### src/rtl/ats21_pkg.sv
// Shared types for the ATS21 command scheduler: opcodes, command layout,
// response encoding and the lane-conflict rule.
package ats21_pkg;

  localparam int unsigned CMD_W  = 32;
  localparam int unsigned LANE_W = 16;

  typedef enum logic [2:0] {
    OP_NOP     = 3'b000,
    OP_SET_CLK = 3'b001,
    OP_EN_CLK  = 3'b010,
    OP_MODE    = 3'b011,
    OP_SET_ALM = 3'b101,
    OP_SET_TMR = 3'b110,
    OP_EN_ALM  = 3'b111
  } ats21_op_e;

  typedef struct packed {
    ats21_op_e   op;
    logic [28:0] arg;
  } ats21_cmd_t;

  typedef enum logic {
    RSP_NACK = 1'b0,
    RSP_ACK  = 1'b1
  } ats21_rsp_e;

  // True when the two commands would make the ATS21 NACK if issued together.
  function automatic logic ats21_conflict(input ats21_cmd_t a, input ats21_cmd_t b);
    logic id4_eq;
    logic id5_eq;
    logic a_at;
    logic b_at;
    id4_eq = (a.arg[28:25] == b.arg[28:25]);
    id5_eq = (a.arg[28:24] == b.arg[28:24]);
    a_at   = (a.op == OP_SET_ALM) || (a.op == OP_SET_TMR);
    b_at   = (b.op == OP_SET_ALM) || (b.op == OP_SET_TMR);
    ats21_conflict = 1'b0;
    if ((a.op == b.op) && ((a.op == OP_SET_CLK) || (a.op == OP_EN_CLK))) begin
      ats21_conflict = id4_eq;
    end else if ((a.op == b.op) &&
                 ((a.op == OP_SET_ALM) || (a.op == OP_SET_TMR) || (a.op == OP_EN_ALM))) begin
      ats21_conflict = id5_eq;
    end else if (a_at && b_at) begin
      ats21_conflict = id5_eq;
    end else if ((a.op == OP_MODE) && (b.op == OP_MODE)) begin
      ats21_conflict = 1'b1;
    end
  endfunction

endpackage

### src/rtl/ats21_cmd_fifo.sv
// Per-client command FIFO; pointers wrap modulo DEPTH, count is registered.
module ats21_cmd_fifo
  import ats21_pkg::*;
#(
  parameter int unsigned DEPTH = 4
) (
  input  logic                     clk,
  input  logic                     reset_n,
  input  logic                     push,
  input  ats21_cmd_t               push_cmd,
  input  logic                     pop,
  output ats21_cmd_t               head,
  output logic                     full,
  output logic                     empty,
  output logic [$clog2(DEPTH):0]   count
);

  localparam int unsigned PTR_W = $clog2(DEPTH);
  localparam int unsigned CNT_W = PTR_W + 1;

  ats21_cmd_t        mem_q [DEPTH];
  ats21_cmd_t        mem_d [DEPTH];
  logic [PTR_W-1:0]  wr_ptr_q, wr_ptr_d;
  logic [PTR_W-1:0]  rd_ptr_q, rd_ptr_d;
  logic [CNT_W-1:0]  count_q, count_d;
  logic              push_ok;
  logic              pop_ok;

  assign full    = (count_q == CNT_W'(DEPTH));
  assign empty   = (count_q == '0);
  assign count   = count_q;
  assign head    = mem_q[rd_ptr_q];
  assign push_ok = push && !full;
  assign pop_ok  = pop && !empty;

  always_comb begin
    mem_d    = mem_q;
    wr_ptr_d = wr_ptr_q;
    rd_ptr_d = rd_ptr_q;
    if (push_ok) begin
      mem_d[wr_ptr_q] = push_cmd;
      wr_ptr_d        = wr_ptr_q + PTR_W'(1);
    end
    if (pop_ok) begin
      rd_ptr_d = rd_ptr_q + PTR_W'(1);
    end
    count_d = count_q + CNT_W'(push_ok) - CNT_W'(pop_ok);
  end

  always_ff @(posedge clk or negedge reset_n) begin
    if (!reset_n) begin
      for (int unsigned i = 0; i < DEPTH; i++) begin
        mem_q[i] <= '0;
      end
      wr_ptr_q <= '0;
      rd_ptr_q <= '0;
      count_q  <= '0;
    end else begin
      mem_q    <= mem_d;
      wr_ptr_q <= wr_ptr_d;
      rd_ptr_q <= rd_ptr_d;
      count_q  <= count_d;
    end
  end

endmodule

### src/rtl/ats21_cmd_sched.sv
// Two-client front-end for the ATS21 timer: serialises 32-bit commands onto
// fixed lanes, avoids conflicting co-issue with round-robin, routes ACK/NACK.
module ats21_cmd_sched
  import ats21_pkg::*;
#(
  parameter int unsigned DEPTH    = 4,
  parameter int unsigned STAT_LAT = 1
) (
  input  logic              clk,
  input  logic              reset_n,
  input  logic              a_valid,
  input  logic [CMD_W-1:0]  a_cmd,
  output logic              a_ready,
  output logic              a_rsp_valid,
  output logic              a_rsp_ack,
  input  logic              b_valid,
  input  logic [CMD_W-1:0]  b_cmd,
  output logic              b_ready,
  output logic              b_rsp_valid,
  output logic              b_rsp_ack,
  output logic              req,
  output logic [LANE_W-1:0] ctrlA,
  output logic [LANE_W-1:0] ctrlB,
  input  logic [1:0]        stat
);

  localparam int unsigned CNT_W  = $clog2(DEPTH) + 1;
  localparam int unsigned WCNT_W = (STAT_LAT > 1) ? $clog2(STAT_LAT) : 1;

  typedef enum logic [2:0] {
    ST_IDLE,
    ST_BEAT0,
    ST_BEAT1,
    ST_WAIT,
    ST_RESP
  } state_e;

  state_e            state_q, state_d;
  logic              iss_a_q, iss_a_d;
  logic              iss_b_q, iss_b_d;
  logic              rr_q, rr_d;
  logic [WCNT_W-1:0] wcnt_q, wcnt_d;
  logic [1:0]        stat_q, stat_d;
  logic              req_q, req_d;
  logic [LANE_W-1:0] ctrl_a_q, ctrl_a_d;
  logic [LANE_W-1:0] ctrl_b_q, ctrl_b_d;
  logic              a_rsp_valid_q, a_rsp_valid_d;
  logic              a_rsp_ack_q, a_rsp_ack_d;
  logic              b_rsp_valid_q, b_rsp_valid_d;
  logic              b_rsp_ack_q, b_rsp_ack_d;

  ats21_cmd_t        a_head, b_head;
  logic              a_full, b_full;
  logic              a_empty, b_empty;
  logic [CNT_W-1:0]  a_count, b_count;
  logic              pop_a, pop_b;
  logic              nop_a, nop_b;
  logic              cand_a, cand_b;
  logic              pair_conflict;

  assign a_ready = (a_count != CNT_W'(DEPTH));
  assign b_ready = (b_count != CNT_W'(DEPTH));

  ats21_cmd_fifo #(.DEPTH(DEPTH)) u_fifo_a (
    .clk      (clk),
    .reset_n  (reset_n),
    .push     (a_valid && !a_full),
    .push_cmd (ats21_cmd_t'(a_cmd)),
    .pop      (pop_a),
    .head     (a_head),
    .full     (a_full),
    .empty    (a_empty),
    .count    (a_count)
  );

  ats21_cmd_fifo #(.DEPTH(DEPTH)) u_fifo_b (
    .clk      (clk),
    .reset_n  (reset_n),
    .push     (b_valid && !b_full),
    .push_cmd (ats21_cmd_t'(b_cmd)),
    .pop      (pop_b),
    .head     (b_head),
    .full     (b_full),
    .empty    (b_empty),
    .count    (b_count)
  );

  assign nop_a         = !a_empty && (a_head.op == OP_NOP);
  assign nop_b         = !b_empty && (b_head.op == OP_NOP);
  assign cand_a        = !a_empty && !nop_a;
  assign cand_b        = !b_empty && !nop_b;
  assign pair_conflict = cand_a && cand_b && ats21_conflict(a_head, b_head);

  // Next-state and registered-output logic; outputs take effect the cycle after.
  always_comb begin
    state_d       = state_q;
    iss_a_d       = iss_a_q;
    iss_b_d       = iss_b_q;
    rr_d          = rr_q;
    wcnt_d        = wcnt_q;
    stat_d        = stat_q;
    req_d         = 1'b0;
    ctrl_a_d      = '0;
    ctrl_b_d      = '0;
    a_rsp_valid_d = 1'b0;
    a_rsp_ack_d   = RSP_NACK;
    b_rsp_valid_d = 1'b0;
    b_rsp_ack_d   = RSP_NACK;
    pop_a         = 1'b0;
    pop_b         = 1'b0;

    case (state_q)
      ST_IDLE: begin
        // Nops never reach the timer; they complete here with a NACK.
        if (nop_a) begin
          pop_a         = 1'b1;
          a_rsp_valid_d = 1'b1;
        end
        if (nop_b) begin
          pop_b         = 1'b1;
          b_rsp_valid_d = 1'b1;
        end
        if (cand_a || cand_b) begin
          iss_a_d = cand_a;
          iss_b_d = cand_b;
          if (pair_conflict) begin
            iss_a_d = !rr_q;
            iss_b_d = rr_q;
            rr_d    = !rr_q;
          end
          state_d  = ST_BEAT0;
          req_d    = 1'b1;
          ctrl_a_d = iss_a_d ? a_head[31:16] : '0;
          ctrl_b_d = iss_b_d ? b_head[31:16] : '0;
        end
      end
      ST_BEAT0: begin
        state_d  = ST_BEAT1;
        ctrl_a_d = iss_a_q ? a_head[15:0] : '0;
        ctrl_b_d = iss_b_q ? b_head[15:0] : '0;
      end
      ST_BEAT1: begin
        state_d = ST_WAIT;
        wcnt_d  = '0;
      end
      ST_WAIT: begin
        if (wcnt_q == WCNT_W'(STAT_LAT - 1)) begin
          stat_d  = stat;
          state_d = ST_RESP;
        end else begin
          wcnt_d = wcnt_q + WCNT_W'(1);
        end
      end
      ST_RESP: begin
        pop_a         = iss_a_q;
        pop_b         = iss_b_q;
        a_rsp_valid_d = iss_a_q;
        a_rsp_ack_d   = iss_a_q && stat_q[0];
        b_rsp_valid_d = iss_b_q;
        b_rsp_ack_d   = iss_b_q && stat_q[1];
        iss_a_d       = 1'b0;
        iss_b_d       = 1'b0;
        state_d       = ST_IDLE;
      end
      default: begin
        state_d = ST_IDLE;
      end
    endcase
  end

  always_ff @(posedge clk or negedge reset_n) begin
    if (!reset_n) begin
      state_q       <= ST_IDLE;
      iss_a_q       <= 1'b0;
      iss_b_q       <= 1'b0;
      rr_q          <= 1'b0;
      wcnt_q        <= '0;
      stat_q        <= '0;
      req_q         <= 1'b0;
      ctrl_a_q      <= '0;
      ctrl_b_q      <= '0;
      a_rsp_valid_q <= 1'b0;
      a_rsp_ack_q   <= 1'b0;
      b_rsp_valid_q <= 1'b0;
      b_rsp_ack_q   <= 1'b0;
    end else begin
      state_q       <= state_d;
      iss_a_q       <= iss_a_d;
      iss_b_q       <= iss_b_d;
      rr_q          <= rr_d;
      wcnt_q        <= wcnt_d;
      stat_q        <= stat_d;
      req_q         <= req_d;
      ctrl_a_q      <= ctrl_a_d;
      ctrl_b_q      <= ctrl_b_d;
      a_rsp_valid_q <= a_rsp_valid_d;
      a_rsp_ack_q   <= a_rsp_ack_d;
      b_rsp_valid_q <= b_rsp_valid_d;
      b_rsp_ack_q   <= b_rsp_ack_d;
    end
  end

  assign req         = req_q;
  assign ctrlA       = ctrl_a_q;
  assign ctrlB       = ctrl_b_q;
  assign a_rsp_valid = a_rsp_valid_q;
  assign a_rsp_ack   = a_rsp_ack_q;
  assign b_rsp_valid = b_rsp_valid_q;
  assign b_rsp_ack   = b_rsp_ack_q;

endmodule

### config.mk
export PLATFORM = sky130hd
export DESIGN_NAME = ats21_cmd_sched
export DESIGN_NICKNAME = d
export VERILOG_FILES = /design/src/rtl/ats21_pkg.sv /design/src/rtl/ats21_cmd_fifo.sv /design/src/rtl/ats21_cmd_sched.sv
export SDC_FILE = /design/constraint.sdc
export NUM_CORES = 1
export LEC_CHECK = 0
export CELL_PAD_IN_SITES_DETAIL_PLACEMENT = 0
export CELL_PAD_IN_SITES_GLOBAL_PLACEMENT = 1
export CORE_MARGIN = 3
export CORE_UTILIZATION = 53
export DETAILED_ROUTE_END_ITERATION = 12
export GPL_ROUTABILITY_DRIVEN = 0
export GPL_TIMING_DRIVEN = 0
export HOLD_SLACK_MARGIN = 0.12
export PLACE_DENSITY_LB_ADDON = 0.1
export SLEW_MARGIN = 20
export SYNTH_ARGS = -nofsm -noshare
export SYNTH_HDL_FRONTEND = slang
export SYNTH_HIERARCHICAL = 1
export SYNTH_SLANG_ARGS = --single-unit
### constraint.sdc
create_clock -name clk -period 7.7 [get_ports clk]
set_input_delay 2.31 -clock clk [delete_from_list [all_inputs] [get_ports clk]]
set_output_delay 2.31 -clock clk [all_outputs]
set_load 0.1 [all_outputs]
# == After elaboration in Yosys (flattened, before gate mapping) ==
# Cells that the tools add are included.
# op_classes
addsub,9
order_cmp,6
n_eq_ne,22
muxes,47
bitwise,5
n_reduce_logical,43
# op_table
op,n
bitwise mux 128 bit,2
two-way mux 32 bit,6
binary-select mux 32 bit (select 2 bit),2
demux 32 bit (select 2 bit),2
two-way mux 16 bit,6
case mux 16 bit (2 select lines),2
"== test 3 bit, second input constant",8
logical AND 1 bit,20
two-way mux 1 bit,19
"== test 3 x 2 -> 1 bit, second input constant",5
logical NOT 3 bit,5
">= comparator 3 bit, second input constant",4
NOT 2 -> 3 bit,4
case mux 3 bit (4 select lines),1
case mux 1 bit (2 select lines),5
"adder 2 x 1 -> 2 bit, second input constant",4
logical NOT 1 bit,7
adder 3 x 1 -> 3 bit,2
"== test 3 x 1 -> 1 bit, second input constant",2
"less-than comparator 3 x 1 -> 1 bit, second input constant",2
two-way mux 3 bit,2
"inequality test 3 bit, second input constant",2
AND reduction 2 bit,3
subtractor 3 x 1 -> 3 bit,2
other kinds (9),15
# word_totals
ff_bits,316
input_bits,70
out_inout_bits,39
wordCells,167

# == Longest topological paths before layout ==
# depth
ltp_word,17
mapped_depth,15

# == Modules after synthesis ==
# Netlist, hierarchy kept.
# by_module_without_submodules
module,instances,cells_each,area_per_inst_um2
ats21_cmd_fifo at u_fifo_b,1,832,9255.1
ats21_cmd_fifo at u_fifo_a,1,832,9233.9
ats21_cmd_sched,1,194,2053.2

# == Least setup slack after synthesis ==
# OpenSTA, ideal clock, no wires.
# synth_path
kind,input port to flip-flop
from,input a_valid
to,"register u_fifo_a.count_q[2], in the netlist u_fifo_a/count[2]"
arrival_time_ns,4.103
t_required_ns,7.577
path_slack_ns,3.474
path_stages,12
path_buffers,3
cell_sequence,nor2b_1 > buf_2 > buf_2 > buf_2 > nand2b_1 > ha_1 > inv_1 > ha_1 > inv_1 > fa_1 > xnor2_1 > xnor2_1
# synth_between
elab_chain_len,4
# synth_rtl
element,line_no,rtl
start: declaration,ats21_cmd_sched.sv:11,"input logic a_valid,"
logical AND 1 bit,ats21_cmd_sched.sv:67,".push (a_valid && !a_full),"
logical AND 1 bit,ats21_cmd_fifo.sv:33,assign push_ok = push && !full;
adder 3 x 1 -> 3 bit,ats21_cmd_fifo.sv:47,count_d = count_q + CNT_W'(push_ok) - CNT_W'(pop_ok);
subtractor 3 x 1 -> 3 bit,ats21_cmd_fifo.sv:47,
via u_fifo_a.count_d[2],ats21_cmd_fifo.sv:25,"logic [CNT_W-1:0] count_q, count_d;"
end signal: assignment,ats21_cmd_fifo.sv:62,count_q <= count_d;
end: declaration,ats21_cmd_fifo.sv:25,
# The timed path passes the listed nets, and every way through them passes these cells.
# A chain may end at the register's enable or synchronous reset.

# == Worst setup path in the final report ==
# Same ends and word-level chain as after synthesis.

==> impl_metrics.env <==
export IMPL_rows=71
export IMPL_cts_resized=0
export IMPL_drt_total_wl_mm=70.98
export IMPL_ys_ff_latch=315
export IMPL_critPathRequiredTime_ns=8.15
export IMPL_ant_nets=0
export IMPL_yosysTopAreaCell="dfrtp_1"
export IMPL_post_cts_buffers=0
export IMPL_htreeDepth=2
export IMPL_grtUsageTotal=0.3409
export IMPL_finalHoldViolCount=0
export IMPL_period_minus_slack_ns=4.627
export IMPL_arrival_ns=5.08
export IMPL_hp_class="reg2reg"
export IMPL_synth_async_reset_ratio=1.000
export IMPL_area_growth_pct=14.70
export IMPL_critical_path_endpoint_type="flop"
export IMPL_post_route_drc_count=0
export IMPL_die_area_mm2=0.04116
export IMPL_cts_hold_buffers=0
export IMPL_power_switching_w=0.005571
export IMPL_fmax_mhz=216.1
export IMPL_rsz0062_at_grt="no"
export IMPL_p_int_w=0.006700
export IMPL_synth_area_leaders="dfrtp_1 38%, nand4bb_1 14%, a21bo_2 12%, o211ai_1 9.5%, mux4_2 7.0%"
export IMPL_grt_pass1_vias=17270
export IMPL_clkLatencyLatePin_ns=0.57
export IMPL_die_w_um=202.9
export IMPL_syn_cell_area_mm2=0.02054
export IMPL_drtPass1Iterations=5
export IMPL_cts_tree="done"
export IMPL_grt_pass1_wl_mm=108.5
export IMPL_skew_ns=0.01991
export IMPL_ys_warn_count=6
export IMPL_wl_per_cell_um=27.88
export IMPL_netSwitchingFraction=0.4540
export IMPL_synth_cell_types=47
export IMPL_via_per_inst=6.983
export IMPL_synth_edff_count=0
export IMPL_status="complete, no violations"
export IMPL_fin_crit_sh=0.6010
export IMPL_setup_viol=0
export IMPL_p_per_area_mw_per_mm2=520.8
export IMPL_core_area_mm2=0.03793
export IMPL_slew_headroom=0.3321
export IMPL_worst_ir_drop_vdd_mv=0.2262
export IMPL_synth_top_area_frac=0.3837
export IMPL_cts_path_max_buffers=3
export IMPL_num_io_pins=109
export IMPL_clkPwrFrac=0.146
export IMPL_cts_buffers=39
export IMPL_ys_flop_type="dfrtp_1"
export IMPL_combinationalPowerShare=0.600
export IMPL_dr_total_vias=17780
export IMPL_instances_no_fill=2546
export IMPL_io_buffers=108
export IMPL_cts_root_buf="clkbuf_16"
export IMPL_antenna_found_initial=1
export IMPL_crit_fanout=10
export IMPL_seq_power_share=0.254
export IMPL_globalRoute_totalOverflow=0
export IMPL_diodes=0
export IMPL_placed_cells=2480
export IMPL_drtIter0Drc=2348
export IMPL_post_dp_hpwl_mm=51.24
export IMPL_clkTransAtPathRegs_ns=0.05
export IMPL_synth_cells=1858
export IMPL_cp_start_kind="input pin"
export IMPL_synth_most_common_cell="dfrtp_1"
export IMPL_die_y_um=202.9
export IMPL_synthTopCellsByCount="315 x dfrtp_1, 269 x nand3_1, 262 x nand4bb_1"
export IMPL_leakage_nw=8.572
export IMPL_grt_max_degree=94
export IMPL_drv_slew=0
export IMPL_synth_fp_nets=1942
export IMPL_nNetsFinal=2094
export IMPL_maxCapViolCount=0
export IMPL_initial_utilization=0.5415
export IMPL_drive_gt1_frac=0.2398
export IMPL_worstMarginPinSlew_ns=0.9987
export IMPL_cts_sinks=315
export IMPL_final_util=0.6211
export IMPL_syn_avg_cell_area_um2=11.06
export IMPL_yosysSeqAreaShare=0.3837
export IMPL_crit_type="in2reg"
cell type report:
type / count / area (um^2)
fill: 3163 / 14370
clock inverter: 5 / 50.05
inverter: 10 / 37.54
multi-input combinational: 1272 / 11410
tap: 511 / 639.4
timing repair buffer: 111 / 1169
sequential: 315 / 7883
buffer: 261 / 1210
clock buffer: 61 / 1161
worst max-delay path, cell delays in order:
cell	delay, ns
clkdlybuf4s50_1	0.51
nor2b_1	0.13
buf_2	0.25
buf_2	0.32
buf_2	0.27
nand2b_1	0.10
ha_1	0.31
inv_1	0.06
ha_1	0.13
inv_1	0.05
fa_1	0.37
xnor2_1	0.14
xnor2_1	0.13
routing by layer:
| metal | GRT usage | share of wire | vias up |
|---|---|---|---|
| li1 | - | - | 7593 |
| met1 | 0.5178 | 0.45 | 9075 |
| met2 | 0.4677 | 0.42 | 955 |
| met3 | 0.1015 | 0.11 | 154 |
| met4 | 0.1042 | 0.030 | 2 |
| met5 | 0 | 0.00018 | - |
power by group through the flow:
stage / Sequential, W / Clock, W / Combinational (W)
2_1_floorplan: 0.00328 / 0 / 0.00483
3_3_place_gp: 0.00307 / 0 / 0.00702
3_5_place_dp: 0.00311 / 0 / 0.00717
4_1_cts: 0.00308 / 0.00182 / 0.00718
5_1_grt: 0.00320 / 0.00189 / 0.00777
6_report: 0.00311 / 0.00179 / 0.00736
cell families after synthesis:
logic type                 synth area share
AOI/OAI and AO/OA                    0.2377
xor gates and xnor gates           0.007675
adders and majority gates          0.009258
buffers and inverters               0.06073
DFF                                  0.3837
muxes                               0.07126
and+or+nand+nor                      0.2296
flip-flops by register name (all words and copies together), names as in the netlist:
name / flops
a_rsp_valid: 1
b_rsp_ack: 1
u_fifo_a/mem_q: 128
a_rsp_ack: 1
req: 1
ctrlB: 16
u_fifo_b/mem_q: 128
b_rsp_valid: 1
iss_b_q: 1
u_fifo_b/wr_ptr_q: 2
iss_a_q: 1
u_fifo_a/rd_ptr_q: 2
stat_q: 2
u_fifo_a/wr_ptr_q: 2
rr_q: 1
ctrlA: 16
state_q: 3
u_fifo_b/count: 3
u_fifo_b/rd_ptr_q: 2
u_fifo_a/count: 3
layout by cell type, fill, tap and decap left out, types with 12 or more instances in the layout:
| cell | n |
|---|---|
| dfrtp_1 | 315 |
| nand3_1 | 269 |
| nand4bb_1 | 262 |
| o211ai_1 | 261 |
| a21bo_2 | 256 |
| clkbuf_1 | 171 |
| clkdlybuf4s50_1 | 107 |
| mux4_2 | 64 |
| buf_2 | 62 |
| clkbuf_16 | 41 |
| nand2_1 | 31 |
| buf_4 | 27 |
| nor2_1 | 14 |
| ha_1 | 12 |
stage by stage:
step / setup TNS [ns] / power (W) / hold WS [ns] / cell area, um^2 / setup WS (ns)
CTS: 0 / 0.01209 / 0.5143 / 23560 / 3.131
detailed placement: 0 / 0.01027 / 0.4996 / 22350 / 2.540
global placement: -3255.34 / 0.01009 / 0.4998 / 22260 / -10.37
finish: 0 / 0.01227 / 0.5105 / 23560 / 3.073
floorplan: 0 / 0.008106 / 0.4730 / 20540 / 3.474
global route: 0 / 0.01285 / 0.5211 / 23560 / 2.945
path summary, 6_finish.rpt:
kind,startpoint,depth (start not counted),slack [ns],end
max,a_valid,13,3.07,u_fifo_a/count[2]
min,stat_q[0],1,0.51,stat_q[0]
max reg2reg,u_fifo_b/rd_ptr_q[1],14,3.46,u_fifo_b/count[2]
min reg2reg,stat_q[0],1,0.51,stat_q[0]
max in group asynchronous,reset_n,3,4.61,u_fifo_b/mem_q[53]
min in group asynchronous,reset_n,1,1.72,u_fifo_a/mem_q[100]
Note: power is estimated with default switching activity, not from simulation.
